--- config.mk ---
export PLATFORM = sky130hd
export DESIGN_NAME = wishbone_classic_arbiter
export DESIGN_NICKNAME = d
export VERILOG_FILES = /design/src/rtl/wishbone_classic_arbiter.sv
export SDC_FILE = /design/constraint.sdc
export NUM_CORES = 1
export LEC_CHECK = 0
export BUFFER_PORTS_ARGS = -buffer_cell sky130_fd_sc_hd__buf_2
export CORE_MARGIN = 1.5
export CORE_UTILIZATION = 32
export DETAILED_ROUTE_END_ITERATION = 10
export PLACE_DENSITY = 0.77
export SETUP_SLACK_MARGIN = 0.2
export SKIP_CTS_REPAIR_TIMING = 1
export SLEW_MARGIN = 20
export SYNTH_ARGS = -nofsm -noshare
export SYNTH_HDL_FRONTEND = slang
export SYNTH_SLANG_ARGS = --single-unit
--- constraint.sdc ---
create_clock -name clk_i -period 1.1 [get_ports clk_i]
set_input_delay 0 -clock clk_i [delete_from_list [all_inputs] [get_ports clk_i]]
set_output_delay 0 -clock clk_i [all_outputs]
set_load 0.005 [all_outputs]
--- src/rtl/wishbone_classic_arbiter.sv ---
// Round-robin arbiter sharing one Wishbone B4 classic device among NUM_CTRL controllers.
// Optional wait-state timeout with forced error/release: define WB_ARB_TIMEOUT_EN.
module wishbone_classic_arbiter #(
    parameter int unsigned DAT_WIDTH = 8,
    parameter int unsigned NUM_CTRL  = 2,
    parameter int unsigned TIMEOUT   = 16
) (
    input  logic                          clk_i,
    input  logic                          rst_i,
    input  logic [NUM_CTRL-1:0]           c_cyc_i,
    input  logic [NUM_CTRL-1:0]           c_stb_i,
    input  logic [NUM_CTRL-1:0]           c_we_i,
    input  logic [NUM_CTRL*DAT_WIDTH-1:0] c_dat_i,
    output logic [NUM_CTRL-1:0]           c_ack_o,
    output logic [NUM_CTRL-1:0]           c_err_o,
    output logic [NUM_CTRL-1:0]           c_rty_o,
    output logic [DAT_WIDTH-1:0]          c_dat_o,
    output logic                          d_cyc_o,
    output logic                          d_stb_o,
    output logic                          d_we_o,
    output logic [DAT_WIDTH-1:0]          d_dat_o,
    input  logic                          d_ack_i,
    input  logic                          d_err_i,
    input  logic                          d_rty_i,
    input  logic [DAT_WIDTH-1:0]          d_dat_i,
    output logic [NUM_CTRL-1:0]           grant_o
);

    localparam int unsigned IDX_W = $clog2(NUM_CTRL);

    if (NUM_CTRL < 2 || NUM_CTRL > 8 || TIMEOUT < 2 || TIMEOUT > 255) begin : g_bad_params
        $error("wishbone_classic_arbiter: parameter out of range");
    end

    typedef enum logic {
        IDLE,
        GRANTED
    } state_t;

    state_t               state_q, state_d;
    logic [NUM_CTRL-1:0]  grant_q, grant_d;
    logic [IDX_W-1:0]     last_q, last_d;
    logic [IDX_W-1:0]     gidx, idx;
    logic                 found;
    logic                 granted;
    logic                 any_rsp;
    logic                 tmo_hit;
    logic                 mux_cyc, mux_stb, mux_we;
    logic [DAT_WIDTH-1:0] mux_dat;

    // One-hot AND-OR mux of the granted controller's request signals.
    always_comb begin
        mux_cyc = 1'b0;
        mux_stb = 1'b0;
        mux_we  = 1'b0;
        mux_dat = '0;
        gidx    = '0;
        for (int unsigned k = 0; k < NUM_CTRL; k++) begin
            if (grant_q[k]) begin
                mux_cyc = c_cyc_i[k];
                mux_stb = c_stb_i[k];
                mux_we  = c_we_i[k];
                mux_dat = c_dat_i[k*DAT_WIDTH +: DAT_WIDTH];
                gidx    = IDX_W'(k);
            end
        end
    end

    assign granted = (state_q == GRANTED) && !rst_i;
    assign any_rsp = d_ack_i | d_err_i | d_rty_i;

`ifdef WB_ARB_TIMEOUT_EN
    logic [7:0] tmo_cnt_q, tmo_cnt_d;

    assign tmo_hit = granted && (tmo_cnt_q == 8'(TIMEOUT));

    always_comb begin
        tmo_cnt_d = '0;
        if (state_q == GRANTED && mux_cyc && mux_stb && !any_rsp && !tmo_hit)
            tmo_cnt_d = tmo_cnt_q + 8'd1;
    end

    always_ff @(posedge clk_i) begin
        if (rst_i) tmo_cnt_q <= '0;
        else       tmo_cnt_q <= tmo_cnt_d;
    end
`else
    assign tmo_hit = 1'b0;
`endif

    always_comb begin
        state_d = state_q;
        grant_d = grant_q;
        last_d  = last_q;
        found   = 1'b0;
        idx     = '0;
        case (state_q)
            IDLE: begin
                grant_d = '0;
                for (int unsigned i = 1; i <= NUM_CTRL; i++) begin
                    idx = IDX_W'((32'(last_q) + i) % NUM_CTRL);
                    if (!found && c_cyc_i[idx]) begin
                        found        = 1'b1;
                        grant_d[idx] = 1'b1;
                    end
                end
                if (found) state_d = GRANTED;
            end
            GRANTED: begin
                if (!mux_cyc || tmo_hit) begin
                    state_d = IDLE;
                    grant_d = '0;
                    last_d  = gidx;
                end
            end
            default: begin
                state_d = IDLE;
                grant_d = '0;
            end
        endcase
    end

    always_ff @(posedge clk_i) begin
        if (rst_i) begin
            state_q <= IDLE;
            grant_q <= '0;
            last_q  <= IDX_W'(NUM_CTRL - 1);
        end else begin
            state_q <= state_d;
            grant_q <= grant_d;
            last_q  <= last_d;
        end
    end

    assign d_cyc_o = granted && mux_cyc && !tmo_hit;
    assign d_stb_o = granted && mux_stb && !tmo_hit;
    assign d_we_o  = granted && mux_we;
    assign d_dat_o = granted ? mux_dat : '0;
    assign c_dat_o = granted ? d_dat_i : '0;
    assign grant_o = rst_i ? '0 : grant_q;
    assign c_ack_o = {NUM_CTRL{granted & d_ack_i}} & grant_q;
    assign c_err_o = {NUM_CTRL{granted & (d_err_i | tmo_hit)}} & grant_q;
    assign c_rty_o = {NUM_CTRL{granted & d_rty_i}} & grant_q;

endmodule
# Yosys cells after proc, flatten, opt, wreduce, memory -nomap -nowiden
# Index checks and enable logic that the tools add are counted.
# Widths: inputs -> output; s select.
[totals] register_bits=4 latchBits=0 mem_bits_rw=0 romBits=0 in_bits=35 out_inout_bits=27 word_cells=61 n_memories=0
[classes] n_addsub=2 n_mul=0 n_div=0 order_cmp=4 eq_ne=1 shift=0 mux=32 bitwise=9 reduce_logical=10
[op_table] operator="$mux 8" n=4
[op_table] operator="$mux 1" n=19
[op_table] operator="$mux 2" n=5
[op_table] operator="$logic_and 1x1->1" n=7
[op_table] operator="$and 2x2->2" n=3
[op_table] operator="$lt 1x2->1 const B" n=2
[op_table] operator="$pmux 2 s2" n=1
[op_table] operator="$and 1x1->1" n=3
[op_table] operator="$add 1x1->1 const B" n=2
[op_table] operator="$demux 1 s1" n=2
[op_table] operator="$ge 1x1->1 const B" n=2
[op_table] operator="$logic_not 1->1" n=2
[op_table] operator="$ne 2x2->1 const B" n=1
[op_table] operator="$not 1->1" n=2
[op_table] operator="$or 2x2->2" n=1
[op_table] operator="$pmux 1 s2" n=1
[op_table] operator="$reduce_and 2->1" n=1

# Logic depth before layout (Yosys ltp)
[depth] word_depth=11 mapped_depth=4 mapped_depth_nobuf=2

# Least setup slack after synthesis
# No wires, ideal clock.
[synth_timing] path_type="reg2reg" startpoint="reg state_q" endpoint="reg grant_q[0]" setup_time_ns=0.075 arrival_time_ns=0.825 required_ns=1.025 slack_ns=0.200 stages_incl_launch_ff=3 path_buffers=0 period_less_slack_ns=0.900 path_cell_list="dfxtp_1 > or3b_1 > o22ai_1"
[synth_via] elab_chain_cells=2 word_cells_on_any_way=3 classes_between="1 x eq/ne; 1 x mux; 1 x bitwise"
[synth_lines] element="start, declared" line="40" rtl="state_t state_q, state_d;"
[synth_lines] element="start signal, assigned" line="129" rtl="state_q <= state_d;"
[synth_lines] element="$not 1->1"
[synth_lines] element="$pmux 2 s2" line="97" rtl="case (state_q)"
[synth_lines] element="end signal, assigned" line="130" rtl="grant_q <= grant_d;"
[synth_lines] element="end, declared" line="41" rtl="logic [NUM_CTRL-1:0] grant_q, grant_d;"
# Several ways; a longest one is shown, not always the timed one.
# A chain may end at the register's enable or synchronous reset.

# Worst setup path in the final report
[layout_timing] startpoint="reg grant_q[1]" endpoint="out d_cyc_o"
[layout_via] elab_chain_cells=2
[layout_lines] element="$mux 1" line="59" rtl="if (grant_q[k]) begin"
[layout_lines] element="$logic_and 1x1->1" line="135" rtl="assign d_cyc_o = granted && mux_cyc && !tmo_hit;"
[layout_lines] element="end, declared" line="18" rtl="output logic d_cyc_o,"
# No other way between the ends.

==> metrics.md <==
| Metric | Value |
|---|---|
| Status | `finished, violations left` |
| Failing checks | `negative setup slack` |
| RSZ-0062 raised after global routing | `yes` |
| Synthesis-to-layout area growth | `89.74%` |
| NumNets Final | `178` |
| FF-to-FF path depth | `2` |
| PD cells | `634.5 nW/um2` |
| Residual DRC | `0` |
| Vias in the first global route | `608` |
| Fmax | `867.9 MHz` |
| Post-Synthesis Cells | `77` |
| Via/cell ratio | `5.070` |
| Antenna Violating Nets Remaining | `0` |
| Clk_lat worst skew | `0.24 ns` |
| Seq/Total Area, Yosys | `14.92%` |
| FP Rows | `14` |
| Worst setup margin | `-0.05227 ns` |
| Worst vdd ir | `0.0005328 V` |
| Type of the worst setup path | `register to output pin` |
| Quantity of I/O buffers inserted on ports | `61` |
| Element type at the critical path end | `output pin` |
| Final HPWL DP | `1.385 mm` |
| Mapped Area | `536.8 um2` |
| Final RePlAce weighted congestion | `0.7574` |
| FF+latch count, synth | `4` |
| IO Pins | `62` |
| Req. time, crit path | `1.10 ns` |
| Worst-path fanout max | `15` |
| Fillers | `143` |
| Starting Density | `34.82%` |
| Pin count of the biggest net entering global routing | `30` |
| Ys Warns | `0` |
| Die width | `43.96 um` |
| Layout cells sized above 1 | `a little under two thirds` |
| Total Routed Length | `2.010 mm` |
| Worst slew pin tran | `between 0.2 and 0.25 ns` |
| Setup TNS after final layout | `-0.2902 ns` |
| Die footprint | `~1900 um2` |
| Syn nets | `about 110` |
| Max-slew violations | `0` |
| Initial DRC Count | `11` |
| Final hold vios | `0` |
| Post-Place Cells | `150` |
| Initial DRT Pass Iterations | `4` |
| Initial antenna violation count | `0` |
| Crit path DAT | `1.15 ns` |
| Syn_area_per_cell | `~7.0 um2` |
| Setup skew after layout | `0.001649 ns` |
| First-pass GRT wire length | `2.435 mm` |
| Root cell of the clock tree | `clkbuf_4` |
| Crit path time final | `between 1 and 1.5 ns` |
| Setup-failing EPs final | `18` |
| Sink Count | `4` |
| P_leak | `roughly 0.53 nW` |
| Clock buffer depth | `2` |
| Worst hold path type | `primary input to register` |
| CTS clk-pin slew, worst paths | `0.04 ns` |
| Cell Count, Final, Fillers Out | `around 160` |
| Hold path depth | `3` |
| Floorplan die height | `43.96 um` |
| Max-slew headroom at the worst pin | `85.35%` |
| Final period utilization | `104.8%` |
| Total gr overflow | `0` |
| CTS tree | `built` |
| Total CTS buffers | `3` |
| Distinct cells, synth | `25` |
| GR Util All Layers | `16.40%` |
| Core area | `1541 um2` |
| H-tree Lvls | `1` |
| Type of origin of the critical path | `register` |
| # diodes | `0` |
| Via count | `796` |
| Avg WL per Cell | `12.80 um` |
| Max_cap viols | `0` |
flip-flops by register name (all words and copies together) (netlist names):
name	flops
last_q	1
state_q	1
grant_q	2
logic make-up (layout without fill, tap and decap cells):
group	Yosys count	in the layout	share of synthesized area (%)
buffers and inverters	8	71	8.156
muxes	1	1	1.865
and+or+nand+nor	45	46	54.55
AOI/OAI and AO/OA	19	19	20.52
DFF	4	4	14.92
per-layer routing:
layer | GRT usage (%) | wire length [um]
met5 | 0 | 0
met4 | 9.697 | 47
met1 | 18.11 | 769
met2 | 29.12 | 1043
met3 | 2.500 | 150
cell usage after synthesis, drive strengths merged:
library cell | count | area share, %
and3 | 6 | 7.9
o21bai | 1 | 1.4
nor2b | 2 | 3.7
buf | 5 | 5.8
nand2b | 2 | 2.3
a21oi | 13 | 12
nand3b | 12 | 17
or3b | 1 | 1.6
and2 | 8 | 11
a21o | 1 | 1.6
a31oi | 1 | 1.2
dfxtp | 4 | 15
inv | 1 | 0.70
and2b | 2 | 2.8
o221ai | 1 | 1.6
mux2i | 1 | 1.9
o22ai | 1 | 1.2
nand2 | 12 | 8.4
clkbuf | 2 | 1.6
a21boi | 1 | 1.4
final cells by class:
type                            instances  area (um2)  share of cell area, %
Tap cell                               16       20.02                  1.966
Timing Repair Buffer                   67       434.2                  42.63
Multi-Input combinational cell         66       449.2                  44.10
Sequential cell                         4       88.84                  8.722
Clock buffer                            3       22.52                  2.211
Inverter                                1       3.754                 0.3685
per-stage QoR:
stage / setup slack (ns) / hold slack [ns] / utilization, % / power (mW) / instance area [um2]
floorplan: 0.2164 / 0.06200 / - / 0.2865 / 538.0
global placement: 0.1635 / 0.2804 / 55.68 / 0.3898 / 858.3
detailed placement: 0.1194 / 0.2788 / 55.68 / 0.3972 / 858.3
CTS: -0.1366 / 0.03970 / 57.14 / 0.5885 / 880.8
global route: -0.1100 / 0.05725 / 66.07 / 0.6857 / 1018
finish: -0.05227 / 0.05768 / 66.07 / 0.6463 / 1018
worst paths after layout:
kind                    from  slack, ns    endpoint
setup reg to reg     state_q       0.14  grant_q[0]
hold / removal    c_cyc_i[1]       0.06  grant_q[1]
setup / recovery  grant_q[1]      -0.05     d_cyc_o
hold reg to reg       last_q       0.53      last_q
worst max-delay path, cell delays in order (launching register included):
cell	delay, ns
dfxtp_2	0.34
buf_12	0.14
nand3b_1	0.18
a21oi_2	0.13
buf_2	0.12
where the power goes:
part	internal, mW	switching [mW]
Clock	0.123	0.0675
Sequential	0.159	0.0198
Combinational	0.165	0.112
cells in the final DEF, fill, tap and decap left out, types with 2 or more instances in the layout:
cell type / count
clkbuf_4: 3
nor2b_4: 2
nand3b_1: 12
and3_2: 3
and2_4: 7
and2b_1: 2
buf_2: 53
a21oi_1: 12
nand2_1: 12
buf_6: 9
dfxtp_4: 2
buf_4: 3
and3_1: 2
Power figures use the tool's default switching activity.
